<file path="config.mk">
export PLATFORM = sky130hd
export DESIGN_NAME = twiddle_mul_feeder
export DESIGN_NICKNAME = d
export VERILOG_FILES = /design/src/rtl/fft_pkg.sv /design/src/rtl/twiddle_rom_16.sv /design/src/rtl/twiddle_mul_feeder.sv
export SDC_FILE = /design/constraint.sdc
export NUM_CORES = 1
export LEC_CHECK = 0
export ABC_AREA = 1
export BUFFER_PORTS_ARGS = -buffer_cell sky130_fd_sc_hd__buf_2
export CAP_MARGIN = 20
export CORE_AREA = 2 2 228 230
export DETAILED_ROUTE_END_ITERATION = 16
export DIE_AREA = 0 0 230 232
export GPL_TIMING_DRIVEN = 0
export PLACE_DENSITY = 0.72
export SLEW_MARGIN = 20
export SYNTH_ARGS = -nofsm -noshare
export SYNTH_HDL_FRONTEND = slang
export SYNTH_SLANG_ARGS = --single-unit
export TNS_END_PERCENT = 1
</file>
<file path="constraint.sdc">
create_clock -name clk -period 2.4 [get_ports clk]
set_input_delay 0.24 -clock clk [delete_from_list [all_inputs] [get_ports clk]]
set_output_delay 0.24 -clock clk [all_outputs]
set_load 0.02 [all_outputs]
</file>
<file path="src/rtl/fft_pkg.sv">
// Shared constants for the 16-point radix-4 FFT datapath.
// It holds the operand widths, the exact double constants used by the twiddle ROM,
// the feeder FSM state encoding, and a helper that negates a double.
package fft_pkg;

    localparam int unsigned WIDTH = 64;
    localparam int unsigned N     = 16;
    localparam int unsigned IDX_W = 4;

    localparam logic [WIDTH-1:0] DBL_ZERO    = 64'h0000_0000_0000_0000;
    localparam logic [WIDTH-1:0] DBL_ONE     = 64'h3FF0_0000_0000_0000;
    localparam logic [WIDTH-1:0] DBL_NEG_ONE = 64'hBFF0_0000_0000_0000;
    // Correctly rounded cos(pi/4), cos(pi/8) and sin(pi/8).
    localparam logic [WIDTH-1:0] DBL_SQRT1_2 = 64'h3FE6_A09E_667F_3BCD;
    localparam logic [WIDTH-1:0] DBL_COS_PI8 = 64'h3FED_906B_CF32_8D46;
    localparam logic [WIDTH-1:0] DBL_SIN_PI8 = 64'h3FD8_7DE2_A6AE_A963;

    localparam int unsigned ST_W = 3;
    localparam logic [ST_W-1:0] ST_IDLE   = 3'd0;
    localparam logic [ST_W-1:0] ST_SEND_A = 3'd1;
    localparam logic [ST_W-1:0] ST_SEND_B = 3'd2;
    localparam logic [ST_W-1:0] ST_GET_Z  = 3'd3;
    localparam logic [ST_W-1:0] ST_OUTPUT = 3'd4;

    // Negate a double by flipping its sign bit; this is exact and does no rounding.
    function automatic logic [WIDTH-1:0] dbl_neg(input logic [WIDTH-1:0] x);
        return {~x[WIDTH-1], x[WIDTH-2:0]};
    endfunction

endpackage

</file>
<file path="src/rtl/twiddle_rom_16.sv">
// Combinational twiddle ROM, W16^k = cos(pi*k/8) - j*sin(pi*k/8).
// The ROM is shared with the other FFT stages.
// Ports: k (IDX_W) is the twiddle index; cos_o and sin_o (WIDTH) are correctly rounded doubles.
module twiddle_rom_16
    import fft_pkg::*;
(
    input  logic [IDX_W-1:0] k,
    output logic [WIDTH-1:0] cos_o,
    output logic [WIDTH-1:0] sin_o
);

    // Values at multiples of pi/2 are exact. Zeros are always +0.0.
    always_comb begin
        cos_o = DBL_ZERO;
        sin_o = DBL_ZERO;
        case (k)
            4'd0:  begin cos_o = DBL_ONE;                 sin_o = DBL_ZERO;                end
            4'd1:  begin cos_o = DBL_COS_PI8;             sin_o = DBL_SIN_PI8;             end
            4'd2:  begin cos_o = DBL_SQRT1_2;             sin_o = DBL_SQRT1_2;             end
            4'd3:  begin cos_o = DBL_SIN_PI8;             sin_o = DBL_COS_PI8;             end
            4'd4:  begin cos_o = DBL_ZERO;                sin_o = DBL_ONE;                 end
            4'd5:  begin cos_o = dbl_neg(DBL_SIN_PI8);    sin_o = DBL_COS_PI8;             end
            4'd6:  begin cos_o = dbl_neg(DBL_SQRT1_2);    sin_o = DBL_SQRT1_2;             end
            4'd7:  begin cos_o = dbl_neg(DBL_COS_PI8);    sin_o = DBL_SIN_PI8;             end
            4'd8:  begin cos_o = DBL_NEG_ONE;             sin_o = DBL_ZERO;                end
            4'd9:  begin cos_o = dbl_neg(DBL_COS_PI8);    sin_o = dbl_neg(DBL_SIN_PI8);    end
            4'd10: begin cos_o = dbl_neg(DBL_SQRT1_2);    sin_o = dbl_neg(DBL_SQRT1_2);    end
            4'd11: begin cos_o = dbl_neg(DBL_SIN_PI8);    sin_o = dbl_neg(DBL_COS_PI8);    end
            4'd12: begin cos_o = DBL_ZERO;                sin_o = DBL_NEG_ONE;             end
            4'd13: begin cos_o = DBL_SIN_PI8;             sin_o = dbl_neg(DBL_COS_PI8);    end
            4'd14: begin cos_o = DBL_SQRT1_2;             sin_o = dbl_neg(DBL_SQRT1_2);    end
            4'd15: begin cos_o = DBL_COS_PI8;             sin_o = dbl_neg(DBL_SIN_PI8);    end
            default: begin cos_o = DBL_ZERO;              sin_o = DBL_ZERO;                end
        endcase
    end

endmodule

</file>
<file path="src/rtl/twiddle_mul_feeder.sv">
// Operand sequencer for double_multiplier in the 16-point radix-4 FFT.
// It takes one complex sample and a twiddle index. It then feeds the four real products
// re*cos, im*sin, re*sin and im*cos through the multiplier's stb/ack handshake, and
// presents the collected products to the adder stage.
// Ports:
//   clk, reset (asynchronous, active-low)
//   in_re/in_im/in_k/in_stb -> in_ack          sample input
//   mul_a/mul_a_stb <- mul_a_ack                operand a (re or im)
//   mul_b/mul_b_stb <- mul_b_ack                operand b (cos or sin)
//   mul_z/mul_z_stb -> mul_z_ack                product return
//   p_rc/p_is/p_rs/p_ic/out_stb <- out_ack      product output
//   busy                                        high outside IDLE
// Build option: TRIVIAL_TWIDDLE_BYPASS_EN passes k==0 samples straight to OUTPUT.
module twiddle_mul_feeder
    import fft_pkg::*;
(
    input  logic             clk,
    input  logic             reset,
    input  logic [WIDTH-1:0] in_re,
    input  logic [WIDTH-1:0] in_im,
    input  logic [IDX_W-1:0] in_k,
    input  logic             in_stb,
    output logic             in_ack,
    output logic [WIDTH-1:0] mul_a,
    output logic             mul_a_stb,
    input  logic             mul_a_ack,
    output logic [WIDTH-1:0] mul_b,
    output logic             mul_b_stb,
    input  logic             mul_b_ack,
    input  logic [WIDTH-1:0] mul_z,
    input  logic             mul_z_stb,
    output logic             mul_z_ack,
    output logic [WIDTH-1:0] p_rc,
    output logic [WIDTH-1:0] p_is,
    output logic [WIDTH-1:0] p_rs,
    output logic [WIDTH-1:0] p_ic,
    output logic             out_stb,
    input  logic             out_ack,
    output logic             busy
);

    logic [ST_W-1:0]  state_q, state_d;
    logic [1:0]       j_q, j_d;
    logic [WIDTH-1:0] re_q, re_d, im_q, im_d, cos_q, cos_d, sin_q, sin_d;
    logic [WIDTH-1:0] p_rc_q, p_rc_d, p_is_q, p_is_d, p_rs_q, p_rs_d, p_ic_q, p_ic_d;
    logic [WIDTH-1:0] mul_a_q, mul_a_d, mul_b_q, mul_b_d;
    logic             in_ack_q, in_ack_d, mul_a_stb_q, mul_a_stb_d, mul_b_stb_q, mul_b_stb_d;
    logic             mul_z_ack_q, mul_z_ack_d, out_stb_q, out_stb_d, busy_q, busy_d;
    logic [WIDTH-1:0] rom_cos, rom_sin;

    twiddle_rom_16 u_rom (
        .k     (in_k),
        .cos_o (rom_cos),
        .sin_o (rom_sin)
    );

    // State register and registered Moore outputs.
    always_ff @(posedge clk or negedge reset) begin
        if (!reset) begin
            state_q     <= ST_IDLE;
            j_q         <= 2'd0;
            re_q        <= '0;
            im_q        <= '0;
            cos_q       <= '0;
            sin_q       <= '0;
            p_rc_q      <= '0;
            p_is_q      <= '0;
            p_rs_q      <= '0;
            p_ic_q      <= '0;
            mul_a_q     <= '0;
            mul_b_q     <= '0;
            in_ack_q    <= 1'b0;
            mul_a_stb_q <= 1'b0;
            mul_b_stb_q <= 1'b0;
            mul_z_ack_q <= 1'b0;
            out_stb_q   <= 1'b0;
            busy_q      <= 1'b0;
        end else begin
            state_q     <= state_d;
            j_q         <= j_d;
            re_q        <= re_d;
            im_q        <= im_d;
            cos_q       <= cos_d;
            sin_q       <= sin_d;
            p_rc_q      <= p_rc_d;
            p_is_q      <= p_is_d;
            p_rs_q      <= p_rs_d;
            p_ic_q      <= p_ic_d;
            mul_a_q     <= mul_a_d;
            mul_b_q     <= mul_b_d;
            in_ack_q    <= in_ack_d;
            mul_a_stb_q <= mul_a_stb_d;
            mul_b_stb_q <= mul_b_stb_d;
            mul_z_ack_q <= mul_z_ack_d;
            out_stb_q   <= out_stb_d;
            busy_q      <= busy_d;
        end
    end

    // Next state. Outputs are decoded from the next state, so each strobe rises together with its state.
    always_comb begin
        state_d = state_q;
        j_d     = j_q;
        re_d    = re_q;
        im_d    = im_q;
        cos_d   = cos_q;
        sin_d   = sin_q;
        p_rc_d  = p_rc_q;
        p_is_d  = p_is_q;
        p_rs_d  = p_rs_q;
        p_ic_d  = p_ic_q;

        case (state_q)
            ST_IDLE: begin
                // in_ack_q gates the capture so that the first cycle after reset cannot accept a sample.
                if (in_stb && in_ack_q) begin
                    re_d  = in_re;
                    im_d  = in_im;
                    cos_d = rom_cos;
                    sin_d = rom_sin;
                    j_d   = 2'd0;
`ifdef TRIVIAL_TWIDDLE_BYPASS_EN
                    if (in_k == IDX_W'(0)) begin
                        p_rc_d  = in_re;
                        p_is_d  = DBL_ZERO;
                        p_rs_d  = DBL_ZERO;
                        p_ic_d  = in_im;
                        state_d = ST_OUTPUT;
                    end else begin
                        state_d = ST_SEND_A;
                    end
`else
                    state_d = ST_SEND_A;
`endif
                end
            end
            ST_SEND_A: if (mul_a_ack) state_d = ST_SEND_B;
            ST_SEND_B: if (mul_b_ack) state_d = ST_GET_Z;
            ST_GET_Z: begin
                if (mul_z_stb) begin
                    case (j_q)
                        2'd0:    p_rc_d = mul_z;
                        2'd1:    p_is_d = mul_z;
                        2'd2:    p_rs_d = mul_z;
                        default: p_ic_d = mul_z;
                    endcase
                    if (j_q == 2'd3) begin
                        state_d = ST_OUTPUT;
                    end else begin
                        j_d     = j_q + 2'd1;
                        state_d = ST_SEND_A;
                    end
                end
            end
            ST_OUTPUT: if (out_ack) state_d = ST_IDLE;
            default:   state_d = ST_IDLE;
        endcase

        in_ack_d    = (state_d == ST_IDLE);
        mul_a_stb_d = (state_d == ST_SEND_A);
        mul_b_stb_d = (state_d == ST_SEND_B);
        mul_z_ack_d = (state_d == ST_GET_Z);
        out_stb_d   = (state_d == ST_OUTPUT);
        busy_d      = (state_d != ST_IDLE);
        // Term order: a = {re, im, re, im}, b = {cos, sin, sin, cos}.
        mul_a_d     = j_d[0] ? im_d : re_d;
        mul_b_d     = (j_d[0] ^ j_d[1]) ? sin_d : cos_d;
    end

    assign in_ack    = in_ack_q;
    assign mul_a     = mul_a_q;
    assign mul_a_stb = mul_a_stb_q;
    assign mul_b     = mul_b_q;
    assign mul_b_stb = mul_b_stb_q;
    assign mul_z_ack = mul_z_ack_q;
    assign p_rc      = p_rc_q;
    assign p_is      = p_is_q;
    assign p_rs      = p_rs_q;
    assign p_ic      = p_ic_q;
    assign out_stb   = out_stb_q;
    assign busy      = busy_q;

endmodule
</file>
==> impl_metrics.csv <==
group,metric,value,unit
finish,area_growth,32.6,%
power_and_ir_drop,power_frac_seq,0.384,
timing,fmax,0.448,GHz
floorplanning,rows,83,
timing,fin_crit_sh,0.931,
finish,drive_gt1_frac,0.257,
power_and_ir_drop,leakage,17.2,nW
route,ant_nets,0,
critical_path,reg2reg_to,"mul_a[18]",
timing,worst_pin_slew,0.762,ns
global_route,grt_pass1_vias,21400,
synth,netlist_area,0.0241,mm2
floorplanning,ios,593,
route,drc,0,
floorplanning,start_util,0.474,
route,firstDrtPassIters,5,
placement,port-buffer-count,591,
timing,layout_min_cycle_time,2.23,ns
route,wl_per_cell,19.9,um
floorplanning,die_w,230,um
critical_path,critical_path_class,"reg2reg",
synth,avgSynthCellArea,9.89,um2
timing,fin_skew,0.0280,ns
synth,synth_area_leaders,"dfrtp_1, nand2_1, o21ai_0, nand3_1, inv_1",
synth,syn_inst,2438,
run_status,status,"completed",
synth,synth.largest_area_cell,"dfrtp_1",
finish,fin_util,0.628,
synth,synth_seq_area_share,0.676,
power_and_ir_drop,p_comb_frac,0.389,
timing,rsz0062_at_grt,"false",
clock_network,root_buffer,"clkbuf_16",
critical_path,path_max_fanout,10,
critical_path,startpoint,"state_q[1]",
hold_path,whs_path_depth,3,
synth,synth-main-ff-cell,"dfrtp_1",
run,maxCapViolCount,0,
critical_path,r2r-start,"state_q[1]",
route,via_count,20900,
critical_path,rr_worst_depth,9,
global_route,grt_overflow,0,
clock_network,clk_pin_slew_worst_paths,0.07,ns
power_and_ir_drop,max-vdd-ir-drop,0.000991,V
timing,hold_viol,0,
clock_network,cts.sinks,651,
global_route,grtUsageTotal,0.298,
clock_network,cts_buffer_depth,3,
synth,synth_most_common_cell,"nand2_1",
timing,slew_headroom,0.492,
clock_network,cts-buffers-inserted,67,
timing,slew_violations,0,
route,drt-initial-drc-count,1614,
critical_path,cp.arrival,2.73,ns
floorplanning,fp.dieH,232,um
hold_path,holdPathEnd,"p_rs[4]",
critical_path,reg2reg_slack,0.17,ns
global_route,grt_pass1_wl,122,mm
power_and_ir_drop,pwr-share-clk,0.227,
floorplanning,core-area,0.0509,mm2
finish,fillers,4043,
synth,synth_top_area_share,0.676,
synth,synth_nets,2646,
floorplanning,dieArea,0.0534,mm2
power_and_ir_drop,switching_share,0.406,
timing,setup_viol,0,
power_and_ir_drop,p_total,47.2,mW
power_and_ir_drop,switchingPower,19.1,mW
synth,ys_async_sr_fraction,1.00,
synth,synth_warnings,0,
placement,dpl.hpwl,54.9,mm
clock_network,worstSkewPairLatency,0.60,ns
hold_path,min_from,"mul_z[4]",
global_route,grt_antenna_before_repair,9,
synth,synth_common_cells,"nand2_1, dfrtp_1, o21ai_0, inv_1, nand3_1",
route,vias_per_cell,5.21,
power_and_ir_drop,power_density,1480,mW/mm2
global_route,grt_max_degree,106,
clock_network,postCtsSetupBuffers,0,
finish,nets,3471,
placement,globalplace.congestion,0.921,
synth,synth_edf_count,0,
critical_path,crit_path_start_kind,"flop",
route,routed_wl,79.6,mm
clock_network,cts_tree,"done",
synth,ys_types,30,
synth,postSynthRegisterBits,651,
critical_path,required,2.90,ns
clock_network,htreeDepth,3,
hold_path,hold_class,"in2reg",
critical_path,end_kind,"flop",
power_and_ir_drop,internal_power,28.0,mW
[per-stage QoR]
stage          instances  setup slack, ns  setup TNS (ns)  area, um2  hold slack (ns)
2_1_floorplan       2438            0.794               0      24100          -0.0556
3_3_place_gp        3709           -11.79        -7628.89      27900            0.458
3_5_place_dp        3715           -0.103          -0.573      28100            0.327
4_1_cts             3992           0.0588               0      31900         0.000277
5_1_grt             4000           0.0344               0      32000           0.0350
6_report            4001            0.166               0      32000           0.0252
[power groups by stage]
stage          logic (mW)  registers, mW  clock network [mW]
6_report             18.4           18.1                10.7
5_1_grt              20.0           18.6                11.3
4_1_cts              18.2           18.0                10.8
3_5_place_dp         17.8           18.1                   0
3_3_place_gp         17.4           18.0                   0
2_1_floorplan        7.28           21.5                   0
[how the worst max path moves through the flow]
stage	slack [ns]	to
floorplan	0.79	mul_b[10]
global route	0.03	mul_a[18]
global placement	-11.79	mul_b[34]
finish	0.17	mul_a[18]
CTS	0.06	p_rc[8]
detailed placement	-0.10	p_is[7]
[layout by cell type, fill, tap and decap left out, drive strengths merged]
master,n
dlygate4sd3,159
inv,161
dfrtp,651
nand2,840
nand4,1
nor2,27
buf,660
nor4,1
ha,5
clkinv,13
o211ai,1
o21ai,394
or2,64
nand3b,1
nand3,142
bufinv,6
diode,9
clkbuf,178
nor3,2
a21oi,3
clkinvlp,3
[layout make-up]
class	count	area, um2	area share
Sequential cell	651	16300	0.510
Multi-Input combinational cell	1481	6530	0.204
Timing Repair Buffer	756	4720	0.148
Clock buffer	94	1970	0.0616
Tap cell	680	851	0.0266
Buffer	147	691	0.0216
Inverter	159	597	0.0187
Clock inverter	24	293	0.00916
Antenna cell	9	22.5	0.000704
[logic make-up (layout without fill, tap and decap cells)]
| group | count (synthesis) | after routing | share of synthesized area |
|---|---|---|---|
| compound gates | 398 | 398 | 0.0831 |
| fa+ha+maj | 5 | 5 | 0.00260 |
| other cells | 0 | 9 | 0 |
| buf+inv | 306 | 1180 | 0.0533 |
| simple gates | 1078 | 1078 | 0.185 |
| flops | 651 | 651 | 0.676 |
[routing by layer]
metal	track usage	up-vias	routed length, um
met5	0	-	13
met4	0.157	2	4370
met3	0.0729	259	6580
met2	0.497	1001	38900
met1	0.360	10300	29700
li1	-	9350	-
[critical path, cell delays in order, from the launching register on]
cell      delay [ns]
dfrtp_1         0.44
nor2_2          0.20
nand2_2         0.17
inv_2           0.09
buf_2           0.26
clkbuf_1        0.47
nand2_1         0.19
nand2_1         0.14
nand2_1         0.06
o21ai_0         0.12
[state kept, by name, summed over array words and instances, names as in the netlist, 2 cells and up]
signal and count:
p_rc 64, state_q 3, im_q 64, mul_a 64, mul_b 64, sin_q 64
p_rs 64, p_ic 64, cos_q 64, j_q 2, p_is 64, re_q 64
[what timing repair did]
| item | 4_1_cts | 5_1_grt |
|---|---|---|
| gates resized for setup | 1 | 4 |
| setup endpoints to repair | 10 | 45 |
| hold buffers | 159 | 0 |
| hold endpoints to repair | 413 | 0 |
Note: power is estimated with default switching activity, not from simulation.
